## src/rtl/maker_pkt_rx_pkg.sv

```systemverilog
// Shared NF2 constants, header word indices and the one's-complement add helper
// used by the maker UDP receive path.
package maker_pkt_rx_pkg;

   localparam logic [7:0]  DEF_IO_QUEUE_STAGE_NUM = 8'hff;
   localparam logic [15:0] ETHERTYPE_IP           = 16'h0800;
   localparam logic [7:0]  IPV4_VER_IHL           = 8'h45;
   localparam logic [7:0]  UDP_PROTO              = 8'd17;

   localparam logic [2:0]  WORD_ETH = 3'd2;
   localparam logic [2:0]  WORD_IP  = 3'd3;
   localparam logic [2:0]  WORD_SRC = 3'd4;
   localparam logic [2:0]  WORD_UDP = 3'd5;

   typedef enum logic [1:0] {
      ST_IDLE,
      ST_HDR,
      ST_PAYLOAD,
      ST_VERDICT
   } rx_state_t;

   // 16-bit one's-complement add with the end-around carry folded back in.
   function automatic logic [15:0] ocsum_add(input logic [15:0] a, input logic [15:0] b);
      logic [16:0] s;
      s = {1'b0, a} + {1'b0, b};
      return s[15:0] + {15'd0, s[16]};
   endfunction

endpackage

```

## src/rtl/maker_pkt_rx_ip_chksum_acc.sv

```systemverilog
// IPv4 header checksum accumulator: clears, then folds up to four 16-bit lanes
// of a datapath word into a running one's-complement sum per cycle.
module ip_chksum_acc
   import maker_pkt_rx_pkg::*;
(
   input  logic        clk,
   input  logic        reset,
   input  logic        clear,
   input  logic        add,
   input  logic [63:0] data,
   input  logic [3:0]  lane_en,
   output logic [15:0] sum
);

   logic [15:0] acc;
   logic [15:0] s0, s1, s2, s3;

   always_comb begin
      s0 = lane_en[0] ? ocsum_add(acc, data[15:0])  : acc;
      s1 = lane_en[1] ? ocsum_add(s0,  data[31:16]) : s0;
      s2 = lane_en[2] ? ocsum_add(s1,  data[47:32]) : s1;
      s3 = lane_en[3] ? ocsum_add(s2,  data[63:48]) : s2;
   end

   always_ff @(posedge clk) begin
      if (reset || clear) begin
         acc <= '0;
      end else if (add) begin
         acc <= s3;
      end
   end

   assign sum = acc;

endmodule

```

## src/rtl/maker_pkt_rx.sv

```systemverilog
// Inline snoop on the NF2 datapath: forwards words with one register stage and
// classifies each maker UDP packet (checksum, port match, runt) with stats.
module maker_pkt_rx
   import maker_pkt_rx_pkg::*;
#(
   parameter int         DATA_WIDTH         = 64,
   parameter int         CTRL_WIDTH         = DATA_WIDTH / 8,
   parameter logic [7:0] IO_QUEUE_STAGE_NUM = DEF_IO_QUEUE_STAGE_NUM,
   parameter int         CNT_WIDTH          = 32
) (
   input  logic                  clk,
   input  logic                  reset,
   input  logic [DATA_WIDTH-1:0] in_data,
   input  logic [CTRL_WIDTH-1:0] in_ctrl,
   input  logic                  in_wr,
   output logic                  in_rdy,
   output logic [DATA_WIDTH-1:0] out_data,
   output logic [CTRL_WIDTH-1:0] out_ctrl,
   output logic                  out_wr,
   input  logic                  out_rdy,
   input  logic [15:0]           cfg_udp_dst_port,
   output logic                  pkt_match,
   output logic                  pkt_chksum_err,
   output logic                  pkt_runt,
   output logic [31:0]           last_src_ip,
   output logic [15:0]           last_udp_src_port,
   output logic [CNT_WIDTH-1:0]  num_match,
   output logic [CNT_WIDTH-1:0]  num_chksum_err
);

   rx_state_t   state;
   logic [2:0]  word_cnt;
   logic [15:0] ethertype;
   logic [7:0]  ver_ihl;
   logic [7:0]  proto;
   logic [31:0] src_ip;
   logic [15:0] udp_sport;
   logic [15:0] udp_dport;

   logic        hdr_word;
   logic        eop_word;
   logic        chk_clear;
   logic        chk_add;
   logic [3:0]  lane_en;
   logic [15:0] chk_sum;
   logic        ipv4_udp;
   logic        chk_ok;
   logic        port_hit;

   assign in_rdy   = out_rdy;
   assign hdr_word = in_wr && (in_ctrl == IO_QUEUE_STAGE_NUM);
   assign eop_word = in_wr && (in_ctrl != '0);

   assign chk_clear = hdr_word && ((state == ST_IDLE) || (state == ST_VERDICT));
   assign chk_add   = (state == ST_HDR) && in_wr && (in_ctrl == '0);

   // Header checksum covers ver_ihl..dst_ip: one lane of w2, all of w3/w4, top lane of w5.
   always_comb begin
      lane_en = '0;
      case (word_cnt)
         WORD_ETH: lane_en = 4'b0001;
         WORD_IP:  lane_en = 4'b1111;
         WORD_SRC: lane_en = 4'b1111;
         WORD_UDP: lane_en = 4'b1000;
         default:  lane_en = '0;
      endcase
   end

   ip_chksum_acc u_chksum (
      .clk     (clk),
      .reset   (reset),
      .clear   (chk_clear),
      .add     (chk_add),
      .data    (in_data[63:0]),
      .lane_en (lane_en),
      .sum     (chk_sum)
   );

   assign ipv4_udp = (ethertype == ETHERTYPE_IP) && (ver_ihl == IPV4_VER_IHL) && (proto == UDP_PROTO);
   assign chk_ok   = (chk_sum == 16'hffff);
   assign port_hit = (udp_dport == cfg_udp_dst_port);

   always_ff @(posedge clk) begin
      if (reset) begin
         out_data          <= '0;
         out_ctrl          <= '0;
         out_wr            <= 1'b0;
         state             <= ST_IDLE;
         word_cnt          <= '0;
         ethertype         <= '0;
         ver_ihl           <= '0;
         proto             <= '0;
         src_ip            <= '0;
         udp_sport         <= '0;
         udp_dport         <= '0;
         pkt_match         <= 1'b0;
         pkt_chksum_err    <= 1'b0;
         pkt_runt          <= 1'b0;
         last_src_ip       <= '0;
         last_udp_src_port <= '0;
         num_match         <= '0;
         num_chksum_err    <= '0;
      end else begin
         out_data       <= in_data;
         out_ctrl       <= in_ctrl;
         out_wr         <= in_wr;
         pkt_match      <= 1'b0;
         pkt_chksum_err <= 1'b0;
         pkt_runt       <= 1'b0;

         if (pkt_match && (num_match != '1))
            num_match <= num_match + CNT_WIDTH'(1);
         if (pkt_chksum_err && (num_chksum_err != '1))
            num_chksum_err <= num_chksum_err + CNT_WIDTH'(1);

         case (state)
            ST_IDLE: begin
               if (hdr_word) begin
                  state    <= ST_HDR;
                  word_cnt <= 3'd1;
               end
            end
            ST_HDR: begin
               if (eop_word) begin
                  pkt_runt <= 1'b1;
                  state    <= ST_IDLE;
               end else if (in_wr) begin
                  word_cnt <= word_cnt + 3'd1;
                  case (word_cnt)
                     WORD_ETH: begin
                        ethertype <= in_data[31:16];
                        ver_ihl   <= in_data[15:8];
                     end
                     WORD_IP:  proto  <= in_data[7:0];
                     WORD_SRC: src_ip <= in_data[47:16];
                     WORD_UDP: begin
                        udp_sport <= in_data[47:32];
                        udp_dport <= in_data[31:16];
                        state     <= ST_PAYLOAD;
                     end
                     default: ;
                  endcase
               end
            end
            // Verdict is registered on the eop edge so the pulse occupies the VERDICT cycle.
            ST_PAYLOAD: begin
               if (eop_word) begin
                  state          <= ST_VERDICT;
                  pkt_match      <= ipv4_udp && chk_ok && port_hit;
                  pkt_chksum_err <= ipv4_udp && !chk_ok;
                  if (ipv4_udp && chk_ok && port_hit) begin
                     last_src_ip       <= src_ip;
                     last_udp_src_port <= udp_sport;
                  end
               end
            end
            ST_VERDICT: begin
               if (hdr_word) begin
                  state    <= ST_HDR;
                  word_cnt <= 3'd1;
               end else begin
                  state <= ST_IDLE;
               end
            end
            default: state <= ST_IDLE;
         endcase
      end
   end

endmodule

```

## config.mk

```make
export PLATFORM = sky130hd
export DESIGN_NAME = maker_pkt_rx
export DESIGN_NICKNAME = d
export VERILOG_FILES = /design/src/rtl/maker_pkt_rx_pkg.sv /design/src/rtl/maker_pkt_rx_ip_chksum_acc.sv /design/src/rtl/maker_pkt_rx.sv
export SDC_FILE = /design/constraint.sdc
export NUM_CORES = 1
export LEC_CHECK = 0
export BUFFER_PORTS_ARGS = -buffer_cell sky130_fd_sc_hd__buf_4
export CELL_PAD_IN_SITES_DETAIL_PLACEMENT = 0
export CELL_PAD_IN_SITES_GLOBAL_PLACEMENT = 1
export CORE_UTILIZATION = 42
export CTS_CLUSTER_DIAMETER = 200
export DETAILED_ROUTE_END_ITERATION = 12
export PLACE_DENSITY_LB_ADDON = 0.1
export SLEW_MARGIN = 20
export SYNTH_ARGS = -nofsm -noshare
export SYNTH_HDL_FRONTEND = slang
export SYNTH_SLANG_ARGS = --single-unit
```

## constraint.sdc

```tcl
create_clock -name clk -period 15.92 [get_ports clk]
set_input_delay 0 -clock clk [delete_from_list [all_inputs] [get_ports clk]]
set_output_delay 0 -clock clk [all_outputs]
set_load 0.005 [all_outputs]
```

==> run summary <==
Crit Path Category: reg -> reg
Area of combinational cells with multiple inputs: 9430 sq um
Area of the placeable core: 37600 sq um
Remaining global-route overflow: 0
Count of antenna-violating nets left after detailed routing: 0
Worst slew pin tran: 0.978 ns
Placed cell areas: 18500 sq um
Post-route standard cell area excluding fillers: 20500 sq um
Async SR Flop Fraction: 0
Number of buffers added on ports: 278
DIE HEIGHT: 197 um
Critical Path Source Type: register
Average wire per standard cell: 17.3 um
Hold EP: in_rdy
Pin count of the biggest net entering global routing: 109
Power per Cell Area: 85.6 nW/um^2
Sequential area share after synthesis: 0.382
PnR Total Power: 1.76 mW
Count of max-cap constraint violations: 0
Remaining routing DRC violations: 0
Highest Signal Layer: met4
Period Utilization, post-route: 0.852
Peak supply drop: 0.0837 mV
Number of pins exceeding their max-slew limit in the final report: 0
Vias after detailed routing: 14800
Final min period: 13.56 ns
Sequential Area: 6110 sq um
Worst r2r dst: u_chksum.sum[15]
Post-DR vias/cell: 5.26
CP most frequent cell: sky130_fd_sc_hd__ha_1
TritonCTS sink count: 305
Total global-route track usage: 0.244
Routed wl met3: 2130 um
Area fraction of the dominant cell type after synthesis: 0.382
Worst max-slew margin expressed relative to the limit: 0.348
Number of antenna violations at the first check in global routing: 0
Horizontal die dimension: 197 um
Final sum of negative setup slack: 0 ns
Cells on worst reg2reg path: 65
Clock Root Buffer: sky130_fd_sc_hd__clkbuf_16
RSZ-0062 raised after global routing: false
Filler Cell Count: 3543
Fraction of final layout cells with drive strength greater than 1: 0.164
Dpl ws: 2.59 ns
Buffer levels on the longest clock path: 3
Skew final: 0.0160 ns
Average instance area after synthesis: 8.18 sq um
Total inserted antenna cells: 0
Number of stages on the worst hold path: 0
Register bit count reported by yosys: 305
Synthesized cell area: 16000 sq um
Synth area leader: sky130_fd_sc_hd__dfxtp_1
Reg2reg start: u_chksum.sum[0]
Dominant cells by area after synthesis: sky130_fd_sc_hd__dfxtp_1 38%, sky130_fd_sc_hd__nand2_1 6.7%, sky130_fd_sc_hd__ha_1 6.6%
Clock tree from TritonCTS: built
Final-stage net count: 2458
Number of iterations in the first detailed-routing pass: 5
Net count of the mapped netlist: 2136
Clock insertion delay at the later pin of the skew report: 0.54 ns
Depth of the CTS H-tree: 2
Initial standard-cell utilization of the core: 0.426
Worst Slack Setup Final: 2.36 ns
Count of flip-flops with a built-in enable after synthesis: 0
Routed metal-1 wire length: 21800 um
Final count of hold timing violations: 0
Most common flop cell mapped by yosys: sky130_fd_sc_hd__dfxtp_1
Required time worst endpoint: 16.34 ns
Total routed wirelength: 48600 um
Peak clock frequency supported by timing: 73.8 MHz
Instance count of the mapped netlist: 1955
Via count of the first global-routing pass: 13700
Routability congestion estimate from global placement: 0.892
Result of the run: completed
Total die area: 38900 sq um
Setup Viol. Count Final: 0
Length of routed met2 wiring: 23600 um
TritonCTS buffer count: 36
Initial detailed-routing violation count: 986
Distinct cell type count of the synthesized netlist: 75
Yosys warning total: 0
Highest cell delay on the worst timing path: 0.57 ns
Wire length of the first global-routing pass: 74900 um
Static leakage: 8.63 nW
Placed wire-length estimate: 34800 um
Site row count: 71
I/O Pins: 281
Clock-pin slew on the worst setup and hold paths: 0.06 ns
Critical path fanouts, max: 6
Path class of the lowest-slack min-delay path: in -> out
Slack of the worst reg-to-reg path: 2.36 ns
Critical path's slowest cell: sky130_fd_sc_hd__a21oi_1
Worst min-delay path startpoint: out_rdy
Arrival time of data at the critical path endpoint: 13.98 ns
Area growth from synthesis to layout: 28.2%
Endpoint class of the critical path: register
-- power breakdown --
group          total [mW]  internal (mW)  switching (mW)
combinational       0.144         0.0672          0.0765
sequential          0.777          0.774         0.00336
clock               0.835          0.502           0.334
total                1.76           1.34           0.414
-- metrics by stage --
step | instances | util | hold slack (ns)
2_1_floorplan | 1955 | - | 0.0808
5_1_grt | 2816 | 0.546 | 0.0000279
3_5_place_dp | 2673 | 0.493 | 0.000109
3_3_place_gp | 2673 | 0.493 | 0.000109
6_report | 2816 | 0.546 | 0.0000583
4_1_cts | 2816 | 0.546 | 0.000109
-- registers in the layout (all words and copies together) (netlist names), 16 cells and up, named ones only --
signal	cells
num_chksum_err	32
udp_dport	16
udp_sport	16
u_chksum.sum	16
out_data	64
last_udp_src_port	16
num_match	32
ethertype	16
last_src_ip	32
src_ip	32
-- worst max-delay path, delay by kind of cell, from the launching register on --
kind	cells	cell delay, ns
AOI/OAI and AO/OA	30	5.68
and+or+nand+nor	21	4.06
adders and majority gates	10	2.73
xor gates and xnor gates	3	0.51
DFF	1	0.33
buffers and inverters	1	0.11
-- Yosys cell counts (all sizes together), types with 13 or more instances --
master  number
ha          85
nand2      285
nor2       213
nor2b       77
clkbuf      75
inv         39
nor3        32
nor4        22
and3        21
o21ai       67
a21oi      188
nand3       65
nand4       35
mux2i       56
a211oi      13
xor2        69
dfxtp      305
xnor2       89
a21o        21
or3         16
-- placed cells by master, fill, tap and decap left out, types with 8 or more instances in the layout --
master / count
sky130_fd_sc_hd__mux2i_1: 56
sky130_fd_sc_hd__xor2_1: 69
sky130_fd_sc_hd__nand2b_1: 12
sky130_fd_sc_hd__a21o_1: 20
sky130_fd_sc_hd__inv_1: 39
sky130_fd_sc_hd__nand3_1: 64
sky130_fd_sc_hd__nand4_1: 35
sky130_fd_sc_hd__o211ai_1: 12
sky130_fd_sc_hd__dfxtp_1: 305
sky130_fd_sc_hd__or2_2: 8
sky130_fd_sc_hd__nand2_1: 285
sky130_fd_sc_hd__dlygate4sd3_1: 77
sky130_fd_sc_hd__or3_1: 16
sky130_fd_sc_hd__ha_1: 85
sky130_fd_sc_hd__and3_1: 21
sky130_fd_sc_hd__xnor2_1: 89
sky130_fd_sc_hd__nor2_1: 211
sky130_fd_sc_hd__buf_4: 291
sky130_fd_sc_hd__clkbuf_16: 38
sky130_fd_sc_hd__nor2b_1: 77
sky130_fd_sc_hd__a21oi_1: 188
sky130_fd_sc_hd__a211oi_1: 11
sky130_fd_sc_hd__o21a_1: 12
sky130_fd_sc_hd__nor3_1: 32
sky130_fd_sc_hd__and4_1: 8
sky130_fd_sc_hd__o21ai_0: 63
sky130_fd_sc_hd__nor4_1: 22
sky130_fd_sc_hd__a31oi_1: 10
-- how the worst max path moves through the flow --
stage / cells after the start / endpoint / startpoint
6_report: 65 / u_chksum.sum[15] / u_chksum.sum[0]
5_1_grt: 66 / u_chksum.sum[14] / u_chksum.sum[0]
4_1_cts: 65 / u_chksum.sum[15] / u_chksum.sum[0]
3_5_place_dp: 65 / u_chksum.sum[15] / u_chksum.sum[0]
3_3_place_gp: 65 / u_chksum.sum[15] / u_chksum.sum[0]
2_1_floorplan: 67 / u_chksum.sum[15] / u_chksum.sum[0]
-- area by class of cell --
| cell class | count | area share |
|---|---|---|
| clock buffer | 51 | 0.0517 |
| clock inverter | 15 | 0.00757 |
| inverter | 39 | 0.00714 |
| multi-input combinational | 1526 | 0.460 |
| sequential | 305 | 0.298 |
| tap | 511 | 0.0312 |
| timing repair buffer | 369 | 0.145 |
-- timing repair --
action                                  in CTS  in global routing
buffers inserted                             0                  0
resized for setup                            0                  0
hold buffers                                77                  0
endpoints found under the setup margin       0                  0
hold endpoints to repair                   172                  0
-- cell families (layout without fill, tap and decap cells) --
group,after synthesis,in the layout,synth area share
XOR/XNOR,158,158,0.0865
AND/OR/NAND/NOR,830,830,0.244
multiplexers,56,56,0.0350
flip-flops,305,305,0.382
adder cells (fa/ha/maj),89,89,0.0715
buffers and inverters,124,474,0.0300
AO/OA/AOI/OAI,393,393,0.151
-- layer usage --
| layer | vias to the layer above | global-route usage |
|---|---|---|
| met1 | 6870 | 0.319 |
| met3 | 69 | 0.0319 |
| met2 | 388 | 0.417 |
| met4 | 0 | 0.0718 |
| met5 | - | 0 |
| li1 | 7479 | - |
(Power assumes the default switching activity.)
